<file path="config.mk">
export PLATFORM = sky130hd
export DESIGN_NAME = exprom_ctrl_flat
export DESIGN_NICKNAME = d
export VERILOG_FILES = /design/src/rtl/exprom_pkg.sv /design/src/rtl/exprom_ctrl_if.sv /design/src/rtl/exprom_ctrl_arb.sv /design/src/rtl/exprom_ctrl.sv /design/src/flat_wrapper.sv
export SDC_FILE = /design/constraint.sdc
export NUM_CORES = 1
export LEC_CHECK = 0
export ABC_CLOCK_PERIOD_IN_PS = 2500
export CAP_MARGIN = 15
export CORE_ASPECT_RATIO = 2
export CORE_MARGIN = 8
export CORE_UTILIZATION = 46
export CTS_CLUSTER_SIZE = 12
export DETAILED_ROUTE_END_ITERATION = 7
export PLACE_DENSITY = 0.8
export SLEW_MARGIN = 10
export SYNTH_ARGS = -nofsm -noshare
export SYNTH_HDL_FRONTEND = slang
export SYNTH_SLANG_ARGS = --single-unit
</file>
<file path="constraint.sdc">
create_clock -name clk -period 2.5 [get_ports clk]
set_clock_uncertainty 0.2 [all_clocks]
set_input_delay 0.75 -clock clk [delete_from_list [all_inputs] [get_ports clk]]
set_output_delay 0.75 -clock clk [all_outputs]
set_load 0.05 [all_outputs]
</file>
<file path="src/rtl/exprom_pkg.sv">
// Shared types and helpers for the expansion-ROM access controller.
// Holds the FSM encoding, default widths and the byte-lane merge used by read-modify-write.
package exprom_pkg;

   localparam int ADDR_W = 9;
   localparam int DATA_W = 32;
   localparam int BE_W   = DATA_W / 8;

   typedef enum logic [2:0] {
      IDLE = 3'd0,
      RD   = 3'd1,
      CAP  = 3'd2,
      WR   = 3'd3,
      ACK  = 3'd4
   } state_t;

   // Lanes with be=1 take the new byte, all others keep the word read from the array.
   function automatic logic [DATA_W-1:0] merge_be(input logic [DATA_W-1:0] old_word,
                                                  input logic [DATA_W-1:0] new_word,
                                                  input logic [BE_W-1:0]   be);
      logic [DATA_W-1:0] res;
      res = old_word;
      for (int i = 0; i < BE_W; i++) begin
         if (be[i]) res[i*8 +: 8] = new_word[i*8 +: 8];
      end
      return res;
   endfunction

endpackage

</file>
<file path="src/rtl/exprom_ctrl_if.sv">
// Requester and ROM-port signals of the expansion-ROM controller.
// Both requesters use level req held until a one-cycle ack; req is dropped at the edge that samples ack.
interface exprom_ctrl_if;
   import exprom_pkg::*;

   logic              t_req;
   logic [ADDR_W-1:0] t_addr;
   logic              t_ack;
   logic [DATA_W-1:0] t_rdata;

   logic              h_req;
   logic              h_we;
   logic [ADDR_W-1:0] h_addr;
   logic [DATA_W-1:0] h_wdata;
   logic [BE_W-1:0]   h_be;
   logic              h_ack;
   logic [DATA_W-1:0] h_rdata;
   logic              h_err;
   logic              wp;

   logic [ADDR_W-1:0] rom_address;
   logic              rom_enable;
   logic              rom_wren;
   logic [DATA_W-1:0] rom_dinp;
   logic [DATA_W-1:0] rom_dout;

   // Environment side: requesters plus the ROM array.
   modport master (
      output t_req, t_addr, h_req, h_we, h_addr, h_wdata, h_be, wp, rom_dout,
      input  t_ack, t_rdata, h_ack, h_rdata, h_err,
      input  rom_address, rom_enable, rom_wren, rom_dinp
   );

   // Controller side.
   modport slave (
      input  t_req, t_addr, h_req, h_we, h_addr, h_wdata, h_be, wp, rom_dout,
      output t_ack, t_rdata, h_ack, h_rdata, h_err,
      output rom_address, rom_enable, rom_wren, rom_dinp
   );

endinterface

</file>
<file path="src/rtl/exprom_ctrl_arb.sv">
// Two-input round-robin arbiter: on a tie the requester not granted last wins.
// req[0]=target, req[1]=host; the last-grant register resets to host.
module rr_arb2 (
   input  logic       clk,
   input  logic       rst,
   input  logic [1:0] req,
   input  logic       advance,
   output logic [1:0] grant
);

   logic last_host;

   always_comb begin
      grant = req;
      if (req == 2'b11) grant = last_host ? 2'b01 : 2'b10;
   end

   always_ff @(posedge clk) begin
      if (rst)          last_host <= 1'b1;
      else if (advance) last_host <= grant[1];
   end

endmodule

</file>
<file path="src/rtl/exprom_ctrl.sv">
// Arbitrates target reads and host loader accesses onto the single expansion-ROM port,
// sequencing the one-cycle synchronous read and read-modify-write for partial byte enables.
module exprom_ctrl
   import exprom_pkg::*;
(
   input  logic                clk,
   input  logic                rst,
   exprom_ctrl_if.slave        bus,
   output logic                busy,
   output state_t              dbg_state
);

   state_t            state, next_state;
   logic [1:0]        req, grant;
   logic              advance;
   logic              sel_host;
   logic              l_we, l_wp;
   logic [DATA_W-1:0] l_wdata;
   logic [BE_W-1:0]   l_be;

   assign req     = {bus.h_req, bus.t_req};
   assign advance = (state == IDLE) && (req != 2'b00);

   rr_arb2 u_arb (
      .clk     (clk),
      .rst     (rst),
      .req     (req),
      .advance (advance),
      .grant   (grant)
   );

   always_comb begin
      next_state = state;
      unique case (state)
         IDLE: begin
            if (grant[1]) begin
               if (!bus.h_we)                             next_state = RD;
               else if (bus.wp || bus.h_be == '0)         next_state = ACK;
               else if (bus.h_be == {BE_W{1'b1}})         next_state = WR;
               else                                       next_state = RD;
            end else if (grant[0]) begin
               next_state = RD;
            end
         end
         RD:      next_state = CAP;
         CAP:     next_state = (sel_host && l_we) ? WR : ACK;
         WR:      next_state = ACK;
         ACK:     next_state = IDLE;
         default: next_state = IDLE;
      endcase
   end

   always_ff @(posedge clk) begin
      if (rst) begin
         state           <= IDLE;
         sel_host        <= 1'b0;
         l_we            <= 1'b0;
         l_wp            <= 1'b0;
         l_wdata         <= '0;
         l_be            <= '0;
         bus.rom_address <= '0;
         bus.rom_dinp    <= '0;
         bus.t_rdata     <= '0;
         bus.h_rdata     <= '0;
      end else begin
         state <= next_state;
         if (advance) begin
            sel_host <= grant[1];
            l_we     <= grant[1] & bus.h_we;
            l_wp     <= bus.wp;
            l_wdata  <= bus.h_wdata;
            l_be     <= bus.h_be;
            if (next_state == RD || next_state == WR)
               bus.rom_address <= grant[1] ? bus.h_addr : bus.t_addr;
            if (next_state == WR)
               bus.rom_dinp <= bus.h_wdata;
         end
         // rom_dout carries the word addressed in RD; either merge it for a write or return it.
         if (state == CAP) begin
            if (sel_host && l_we) bus.rom_dinp <= merge_be(bus.rom_dout, l_wdata, l_be);
            else if (sel_host)    bus.h_rdata  <= bus.rom_dout;
            else                  bus.t_rdata  <= bus.rom_dout;
         end
      end
   end

   assign bus.rom_enable = !rst && (state == RD || state == WR);
   assign bus.rom_wren   = !rst && (state == WR);
   assign bus.t_ack      = !rst && (state == ACK) && !sel_host;
   assign bus.h_ack      = !rst && (state == ACK) && sel_host;
   assign bus.h_err      = bus.h_ack && l_we && l_wp;
   assign busy           = (state != IDLE);
   assign dbg_state      = state;

endmodule
</file>
<file path="src/flat_wrapper.sv">
// flat-port wrapper written by rule: the top's interface ports become plain ports
module exprom_ctrl_flat import exprom_pkg::*;
  (clk, rst, busy, dbg_state, bus_t_req, bus_t_addr, bus_h_req, bus_h_we, bus_h_addr, bus_h_wdata, bus_h_be, bus_wp, bus_rom_dout, bus_t_ack, bus_t_rdata, bus_h_ack, bus_h_rdata, bus_h_err, bus_rom_address, bus_rom_enable, bus_rom_wren, bus_rom_dinp);
  exprom_ctrl_if bus_i ();
  input  logic clk;
  input  logic rst;
  output logic busy;
  output state_t dbg_state;
  input wire logic [$bits(bus_i.t_req)-1:0] bus_t_req;
  input wire logic [$bits(bus_i.t_addr)-1:0] bus_t_addr;
  input wire logic [$bits(bus_i.h_req)-1:0] bus_h_req;
  input wire logic [$bits(bus_i.h_we)-1:0] bus_h_we;
  input wire logic [$bits(bus_i.h_addr)-1:0] bus_h_addr;
  input wire logic [$bits(bus_i.h_wdata)-1:0] bus_h_wdata;
  input wire logic [$bits(bus_i.h_be)-1:0] bus_h_be;
  input wire logic [$bits(bus_i.wp)-1:0] bus_wp;
  input wire logic [$bits(bus_i.rom_dout)-1:0] bus_rom_dout;
  output wire logic [$bits(bus_i.t_ack)-1:0] bus_t_ack;
  output wire logic [$bits(bus_i.t_rdata)-1:0] bus_t_rdata;
  output wire logic [$bits(bus_i.h_ack)-1:0] bus_h_ack;
  output wire logic [$bits(bus_i.h_rdata)-1:0] bus_h_rdata;
  output wire logic [$bits(bus_i.h_err)-1:0] bus_h_err;
  output wire logic [$bits(bus_i.rom_address)-1:0] bus_rom_address;
  output wire logic [$bits(bus_i.rom_enable)-1:0] bus_rom_enable;
  output wire logic [$bits(bus_i.rom_wren)-1:0] bus_rom_wren;
  output wire logic [$bits(bus_i.rom_dinp)-1:0] bus_rom_dinp;
  assign bus_i.t_req = bus_t_req;
  assign bus_i.t_addr = bus_t_addr;
  assign bus_i.h_req = bus_h_req;
  assign bus_i.h_we = bus_h_we;
  assign bus_i.h_addr = bus_h_addr;
  assign bus_i.h_wdata = bus_h_wdata;
  assign bus_i.h_be = bus_h_be;
  assign bus_i.wp = bus_wp;
  assign bus_i.rom_dout = bus_rom_dout;
  assign bus_t_ack = bus_i.t_ack;
  assign bus_t_rdata = bus_i.t_rdata;
  assign bus_h_ack = bus_i.h_ack;
  assign bus_h_rdata = bus_i.h_rdata;
  assign bus_h_err = bus_i.h_err;
  assign bus_rom_address = bus_i.rom_address;
  assign bus_rom_enable = bus_i.rom_enable;
  assign bus_rom_wren = bus_i.rom_wren;
  assign bus_rom_dinp = bus_i.rom_dinp;
  exprom_ctrl u_core (.clk(clk), .rst(rst), .bus(bus_i), .busy(busy), .dbg_state(dbg_state));
endmodule
</file>
# Word level (Yosys, flattened, before mapping)
# Index checks and enable logic that the tools add are counted.
[totals]
romBits = 0
mem_count = 0
latch_bits = 0
ram_bits = 0
out_inout_bits = 114
in_bits = 92
reg_bits = 148
[classes]
n_bitwise = 3
n_shift = 0
order_cmp = 0
div_mod_pow = 0
n_eq_ne = 8
n_addsub = 0
mux = 18
reduce_logical = 21
multipliers = 0
[ops]
columns = ["operator", "count"]
rows = [
  ["two-way mux 32 bit", 4],
  ["two-way mux 8 bit", 4],
  ["two-way mux 3 bit", 5],
  ["one-hot mux 3 bit (4 select lines)", 1],
  ["equality test 3 x 2 -> 1 bit, second input constant", 3],
  ["logical AND 1 bit", 9],
  ["two-way mux 9 bit", 1],
  ["equality test 3 x 1 -> 1 bit, second input constant", 2],
  ["two-way mux 2 bit", 3],
  ["AND reduction 3 bit", 2],
  ["equality test 4 bit, second input constant", 1],
  ["zero test 4 bit", 1],
  ["equality test 3 bit, second input constant", 1],
  ["zero test 3 bit", 1],
  ["logical OR 1 bit", 3],
  ["nonzero test 3 bit", 1],
  ["equality test 2 bit, second input constant", 1],
  ["zero test 1 bit", 2],
  ["NOT 1 bit", 2],
  ["AND reduction 2 bit", 1],
  ["nonzero test 2 bit", 1],
  ["AND 1 bit", 1],
]

# Logic depth before layout (Yosys ltp)
# Gate-level depths: netlist of run 1.
[logic_depth]
ltp_word = 11
depth_mapped = 9
ltp_nobuf = 5

# Hierarchy
# Synthesis of run 1 repeated with hierarchy kept, for this count alone.
[hier_totals]
cells_unflattened = 722
area_unflattened_um2 = 6165.9
[modules_own_cells]
columns = ["mod", "cells_per_inst", "area_per_inst_um2", "seq_area_each_um2", "instances"]
rows = [
  ["exprom_ctrl", 716, 6112.1, 2942.8, 1],
  ["rr_arb2", 6, 53.8, 20.0, 1],
]

# Worst setup path after synthesis of run 1
# No wires, ideal clock.
[synth_path]
path_type = "input port to output port"
from = "in rst"
to = "out bus_rom_wren"
path_slack_ns = -1.099
arrival_ns = 2.649
n_path_buf = 1
cell_stages = 3
cell_sequence = "clkbuf_1 nor3b_1 and2_1"
[synth_via]
elab_chain_cells = 2
[synth_rtl]
columns = ["item", "line_no", "text"]
rows = [
  ["start, declared", "flat_wrapper.sv:6", "input logic rst;"],
  ["zero test 1 bit", "exprom_ctrl.sv:88", "assign bus.rom_wren = !rst && (state == WR);"],
  ["logical AND 1 bit", "exprom_ctrl.sv:88", ""],
  ["end, declared", "flat_wrapper.sv:25", "output wire logic [$bits(bus_i.rom_wren)-1:0] bus_rom_wren;"],
]
# Every way passes these cells.

# Worst setup path after layout of run 1
[layout_path]
from = "in rst"
to = "out bus_t_ack"
[layout_via]
elab_chain_cells = 3
[layout_rtl]
columns = ["item", "line_no", "text"]
rows = [
  ["zero test 1 bit", "exprom_ctrl.sv:89", "assign bus.t_ack = !rst && (state == ACK) && !sel_host;"],
  ["logical AND 1 bit (2 in series)", "exprom_ctrl.sv:89", ""],
  ["end, declared", "flat_wrapper.sv:18", "output wire logic [$bits(bus_i.t_ack)-1:0] bus_t_ack;"],
]
# Every way passes these cells.

==> impl_metrics.ini, run 1 <==
[outcome]
status = finished clean

[timing]
relSlewSlack = 0.439
fmax_mhz = 402
min_period_ns = 2.49
maxSlewViolCount = 0
fin_crit_sh = 0.995
hold_violations = 0
rsz0062_at_grt = true
worst_slew_pin_slew_ns = 0.841
setup_viol_count_final = 0

[synthesis]
syn_area_um2 = 6190
synth_top_area_cell = dfxtp_1
syn_area_per_cell_um2 = 8.65
syn_nets = 808
synthTopCellsByArea = dfxtp_1 48%, nand2_1 14%, a21oi_1 8.4%, a221oi_2 7.3%, mux2i_1 6.6%
synth_seq_area_share = 0.478
yosysUniqueCellTypes = 39
ys_ff_latch = 148
ys.warnings.count = 0
yosysTopAreaCellShare = 0.478
syn_inst = 716

[cells_and_area]
stdcell_area_um2 = 9010
fill_cells = 1089
diodes = 0
area_growth_pct = 45.5
layout.cells.non_filler = 1078
drive_gt1_frac = 0.172
final_nets = 1002
utilization = 0.678
multi_input_area_um2 = 3000
seq_area_um2 = 2970

[floorplanning]
core_area_um2 = 13300
initial_core_util = 0.466
ioPinCount = 206
fp-row-count = 60
fp.dieW_um = 98.1
die_h_um = 180
dieArea_um2 = 17700

[worst_hold_path]
hp-class = flop to flop
min_from = u_core.bus.h_rdata[20]
hold_depth = 2
hold_end = u_core.bus.h_rdata[20]

[setup_path]
critPathLaunchType = input pin
regToRegStartpoint = u_core.dbg_state[2]
rr_endpoint = u_core.bus.rom_dinp[25]
r2r_cells = 6
slowest_delay_ns = 0.23
rrSetupSlack_ns = 0.36
cp_slowest_cell = nor4b_4
critPathRequiredTime_ns = 1.55
worstPathArrival_ns = 1.54
critPathKind = input pin to primary output
end_kind = primary output
path_cells = buf_8, nor4b_4, buf_4, nor2b_4, buf_12
cp_max_fo = 2

[place]
port_buffers = 205
gp_congestion = 0.814
place_hpwl_um = 13500
place_inst = 1046
placed_area_um2 = 8530

[global_route]
grt_pass1_vias = 5892
grt_usage = 0.216
grt_max_degree = 149
grt.overflow.total = 0
antenna_found_initial = 0
grt_pass1_wl_um = 30800

[drt]
avgRoutedWirePerCell_um = 17.9
drc_errors = 0
antenna_left = 0
wirelength_um = 19300
viasPerCell = 5.48
firstDrtPassIters = 5
drt_iter0_drc = 326
vias = 5912

[power]
power-per-cell-area_nw_per_um2 = 700
power.leakage_nw = 3.55
ir_drop_mv = 0.586

[flow_run]
maxCapViolCount = 0

[clock_network]
cts_max_level = 4
cts_made_buffers = 17
clock_sinks = 148
clkSlewWorstSetupHoldPaths_ns = 0.06
cts_buffer_depth = 2
cts_setup_buffers = 0
cts_root_buffer = clkbuf_16
clock_latency_ns = 0.42
cts_tree = built
synth_stat cells, drive strengths merged:
library cell,n
clkbuf,26
o31a,1
o21ai,2
a22oi,1
nor4,1
nand4b,2
o211ai,2
inv,1
nor4b,1
dfxtp,148
nand2b,1
nand2,236
nor2,19
o21bai,1
buf,38
nor2b,1
a211oi,9
a31oi,32
a21boi,1
a221oi,32
and4,3
and3,2
and2,3
or2,1
nor3b,2
mux2i,41
o21a,2
nor3,2
a21oi,105
layer usage:
layer / global-route usage / up-vias / wire length [um]
met4: 0.0597 / 0 / 208
met3: 0.0991 / 16 / 1980
met5: 0 / - / 0
met2: 0.359 / 240 / 9410
li1: - / 2867 / -
met1: 0.240 / 2789 / 7730
report_power, final:
part	internal [mW]	switching, mW
sequential	2.50	0.108
clock	1.30	1.07
combinational	0.509	0.820
area by class of cell:
type                    instances  area share
multi-input cells             503       0.333
flip-flops and latches        148       0.329
repair buffers                239       0.254
clock buffers                  18      0.0476
well taps                     155      0.0215
clock inverters                14      0.0136
inverters                       1    0.000417
sequential cells by signal (all words and copies together) (netlist names):
signal / cells
u_core.bus.h_rdata: 32
u_core.u_arb.last_host: 1
u_core.l_wdata: 32
u_core.dbg_state: 3
u_core.bus.rom_dinp: 32
u_core.bus.rom_address: 9
u_core.l_we: 1
u_core.sel_host: 1
u_core.l_wp: 1
u_core.bus.t_rdata: 32
u_core.l_be: 4
worst max path at each step:
stage               from                       to  slack, ns  cells after the start
3_3_place_gp   bus_h_req  u_core.bus.rom_dinp[16]      -0.25                      7
4_1_cts              rst                bus_t_ack      0.001                      5
3_5_place_dp   bus_h_req   u_core.bus.rom_dinp[8]      -0.34                      7
2_1_floorplan        rst             bus_rom_wren      -0.20                      3
6_report             rst                bus_t_ack       0.01                      5
5_1_grt              rst                bus_t_ack      -0.03                      5
placed cells by master, fill, tap and decap left out, types with 3 or more instances in the layout:
| cell type | count |
|---|---|
| dfxtp_1 | 146 |
| clkinvlp_4 | 3 |
| clkbuf_16 | 17 |
| nand2_1 | 236 |
| clkdlybuf4s50_1 | 90 |
| a211oi_2 | 9 |
| buf_6 | 3 |
| buf_12 | 12 |
| clkinv_4 | 3 |
| nor2_1 | 16 |
| a21oi_1 | 104 |
| buf_4 | 51 |
| dlygate4sd2_1 | 82 |
| inv_6 | 6 |
| a221oi_2 | 30 |
| a31oi_1 | 32 |
| mux2i_1 | 41 |
critical path, delay by kind of cell:
kind                   cells  cell delay [ns]
buffers and inverters      3             0.40
and+or+nand+nor            2             0.38
per-stage QoR:
stage               total power [mW]  worst slack, ns  hold WS (ns)  setup TNS, ns
floorplan                       3.48           -0.200         0.236         -0.424
global placement                3.99           -0.254         0.241         -10.15
detailed placement              4.02           -0.335         0.246         -12.75
CTS                             6.35          0.00126         0.252              0
global route                    6.56          -0.0278         0.268        -0.0536
finish                          6.31           0.0134         0.250              0
timing repair:
item	in CTS	in global routing
resized for setup	84	7
pin swaps	1	0
hold buffers	0	0
setup endpoints to repair	85	9
cells by family (layout without fill, tap and decap cells):
logic type | after synthesis | count (layout) | share of synthesized area
flip-flops | 148 | 148 | 0.478
AND/OR/NAND/NOR | 274 | 274 | 0.180
AO/OA/AOI/OAI | 188 | 188 | 0.225
buffers and inverters | 65 | 272 | 0.0505
multiplexers | 41 | 41 | 0.0663
(Power assumes the default switching activity.)
==> inputs of run 2 (changes only) <==
--- a/config.mk
+++ b/config.mk
@@ -12,6 +12,7 @@
 export CORE_UTILIZATION = 46
 export CTS_CLUSTER_SIZE = 12
 export DETAILED_ROUTE_END_ITERATION = 7
+export GPL_TIMING_DRIVEN = 0
 export PLACE_DENSITY = 0.8
 export SLEW_MARGIN = 10
 export SYNTH_ARGS = -nofsm -noshare
==> run 2 against run 1 <==
  * The run now ends with negative setup slack left
  * Design area increased by 1.2%
  * Fmax down 2.0%
  * Register-to-register slack worse by 0.06 ns
  * Die area unchanged
  * Critical path type is now flop to primary output
  * Power rose by 3.5%
==> impl_metrics.ini, run 2 (synthesis results as in run 1) <==
[place]
port_buffers = 204
place_inst = 1075
gp_congestion = 0.923
place_hpwl_um = 15600

[power]
power.leakage_nw = 3.70
total_power_mw = 6.53
ir_drop_mv = 0.519
power-per-cell-area_nw_per_um2 = 716

[setup_path]
r2r_cells = 9
slowest_delay_ns = 0.33
crit_path_end = bus_h_err
critPathTopFamily = simple AND/OR/NAND/NOR gates
crit_buf_inv = 2
end_kind = primary output
cp_slowest_cell = dfxtp_2
crit_start = u_core.dbg_state[1]
cp_num_cells = 4
cp_max_fo = 5
path_cells = buf_6, nor4b_4, and4_4, buf_8
rrSetupSlack_ns = 0.30
rr_endpoint = u_core.bus.rom_dinp[3]
regToRegStartpoint = u_core.dbg_state[1]
critPathLaunchType = flop
worstPathArrival_ns = 1.59
critPathKind = flop to primary output
critPathRequiredTime_ns = 1.55

[drt]
viasPerCell = 5.61
vias = 6248
wirelength_um = 21300
antenna_left = 0
drt_iter0_drc = 333
drc_errors = 0
avgRoutedWirePerCell_um = 19.1
firstDrtPassIters = 5

[timing]
setup_slack_ns = -0.0362
relSlewSlack = 0.375
worst_slew_pin_slew_ns = 0.937
hold_violations = 0
holdWs_ns = 0.249
rsz0062_at_grt = true
min_period_ns = 2.54
fin_crit_sh = 1.01
maxSlewViolCount = 0
fmax_mhz = 394
setup_viol_count_final = 1

[global_route]
grt_pass1_vias = 6369
grt_usage = 0.237
antenna_found_initial = 0
grt_pass1_wl_um = 33800
grt_max_degree = 17
grt.overflow.total = 0

[floorplanning]
ioPinCount = 206
fp.dieW_um = 98.1
dieArea_um2 = 17700
initial_core_util = 0.466
die_h_um = 180
core_area_um2 = 13300
fp-row-count = 60

[cells_and_area]
final_common_cell = nand2_1
layout_common_cells = 236 x nand2_1, 145 x dfxtp_1, 108 x dlygate4sd2_1, 104 x a21oi_1, 88 x clkdlybuf4s50_1
diodes = 0
fill_cells = 1109
drive_gt1_frac = 0.142
final_nets = 1040
layout.cells.non_filler = 1114
area_growth_pct = 47.2
utilization = 0.686

[flow_run]
maxCapViolCount = 0

[clock_network]
cts_buffer_depth = 2
clkSlewWorstSetupHoldPaths_ns = 0.06
clock_latency_ns = 0.42
cts_tree = built
cts_root_buffer = clkbuf_16
cts_made_buffers = 17
cts_max_level = 4
clock_sinks = 148

[outcome]
violations = negative setup slack
status = finished with violations

[worst_hold_path]
hp-class = flop to flop
run 2: cell types whose count changed in the layout (fill, tap and decap cells not counted), sizes merged:
cell,change
clkdlybuf4s50,-2
clkdlybuf4s15,+1
clkinv,-4
inv,-5
dlymetal6s2s,+2
dlygate4sd2,+26
bufinv,+2
clkbuf,+32
buf,-16
run 2: what timing repair did:
item | CTS | global route
setup endpoints to repair | 120 | 34
pin swaps | 1 | 6
hold buffers | 0 | 0
resized for setup | 154 | 15
setup buffers | 1 | 7
gates cloned | 0 | 1
run 2: worst min-delay path by stage:
stage,startpoint,endpoint,cells past startpoint
finish,u_core.bus.h_rdata[13],u_core.bus.h_rdata[13],2
global route,u_core.l_wdata[29],u_core.l_wdata[29],2
CTS,u_core.bus.t_rdata[31],u_core.bus.t_rdata[31],2
detailed placement,u_core.bus.t_rdata[31],u_core.bus.t_rdata[31],2
global placement,u_core.bus.t_rdata[31],u_core.bus.t_rdata[31],2
floorplan,u_core.l_wdata[0],u_core.l_wdata[0],2
run 2: worst min-delay path, delay by kind of cell (launching register included):
| kind | cells | cell delay, ns |
|---|---|---|
| compound gates | 1 | 0.05 |
| simple gates | 1 | 0.05 |
| flops | 1 | 0.30 |
run 2: per-layer routing:
metal,GRT usage,wire (um)
met1,0.271,8310
met2,0.396,10400
met3,0.0913,2190
met4,0.0730,467
met5,0,0
run 2: report_power, final:
part / switching, mW / leakage, nW / internal (mW) / total, mW
Sequential: 0.0812 / 1.21 / 2.50 / 2.58
Clock: 0.974 / 0.284 / 1.59 / 2.57
Combinational: 0.878 / 2.21 / 0.498 / 1.38
run 2: per-stage QoR:
step | area, um2 | setup slack (ns) | setup TNS [ns]
2_1_floorplan | 6230 | -0.200 | -0.424
5_1_grt | 9110 | -0.107 | -0.796
6_report | 9110 | -0.0362 | -0.0362
3_3_place_gp | 8470 | -0.855 | -18.32
3_5_place_dp | 8470 | -0.865 | -19.43
4_1_cts | 8980 | -0.0487 | -0.0487
run 2: layout make-up:
| type | count | area [um2] | area share |
|---|---|---|---|
| Buffer | 64 | 363 | 0.0398 |
| Clock buffer | 23 | 498 | 0.0546 |
| Clock inverter | 7 | 96.3 | 0.0106 |
| Inverter | 1 | 3.75 | 0.000412 |
| Multi-Input combinational cell | 503 | 2980 | 0.327 |
| Sequential cell | 148 | 2970 | 0.326 |
| Tap cell | 155 | 194 | 0.0213 |
| Timing Repair Buffer | 213 | 2000 | 0.220 |
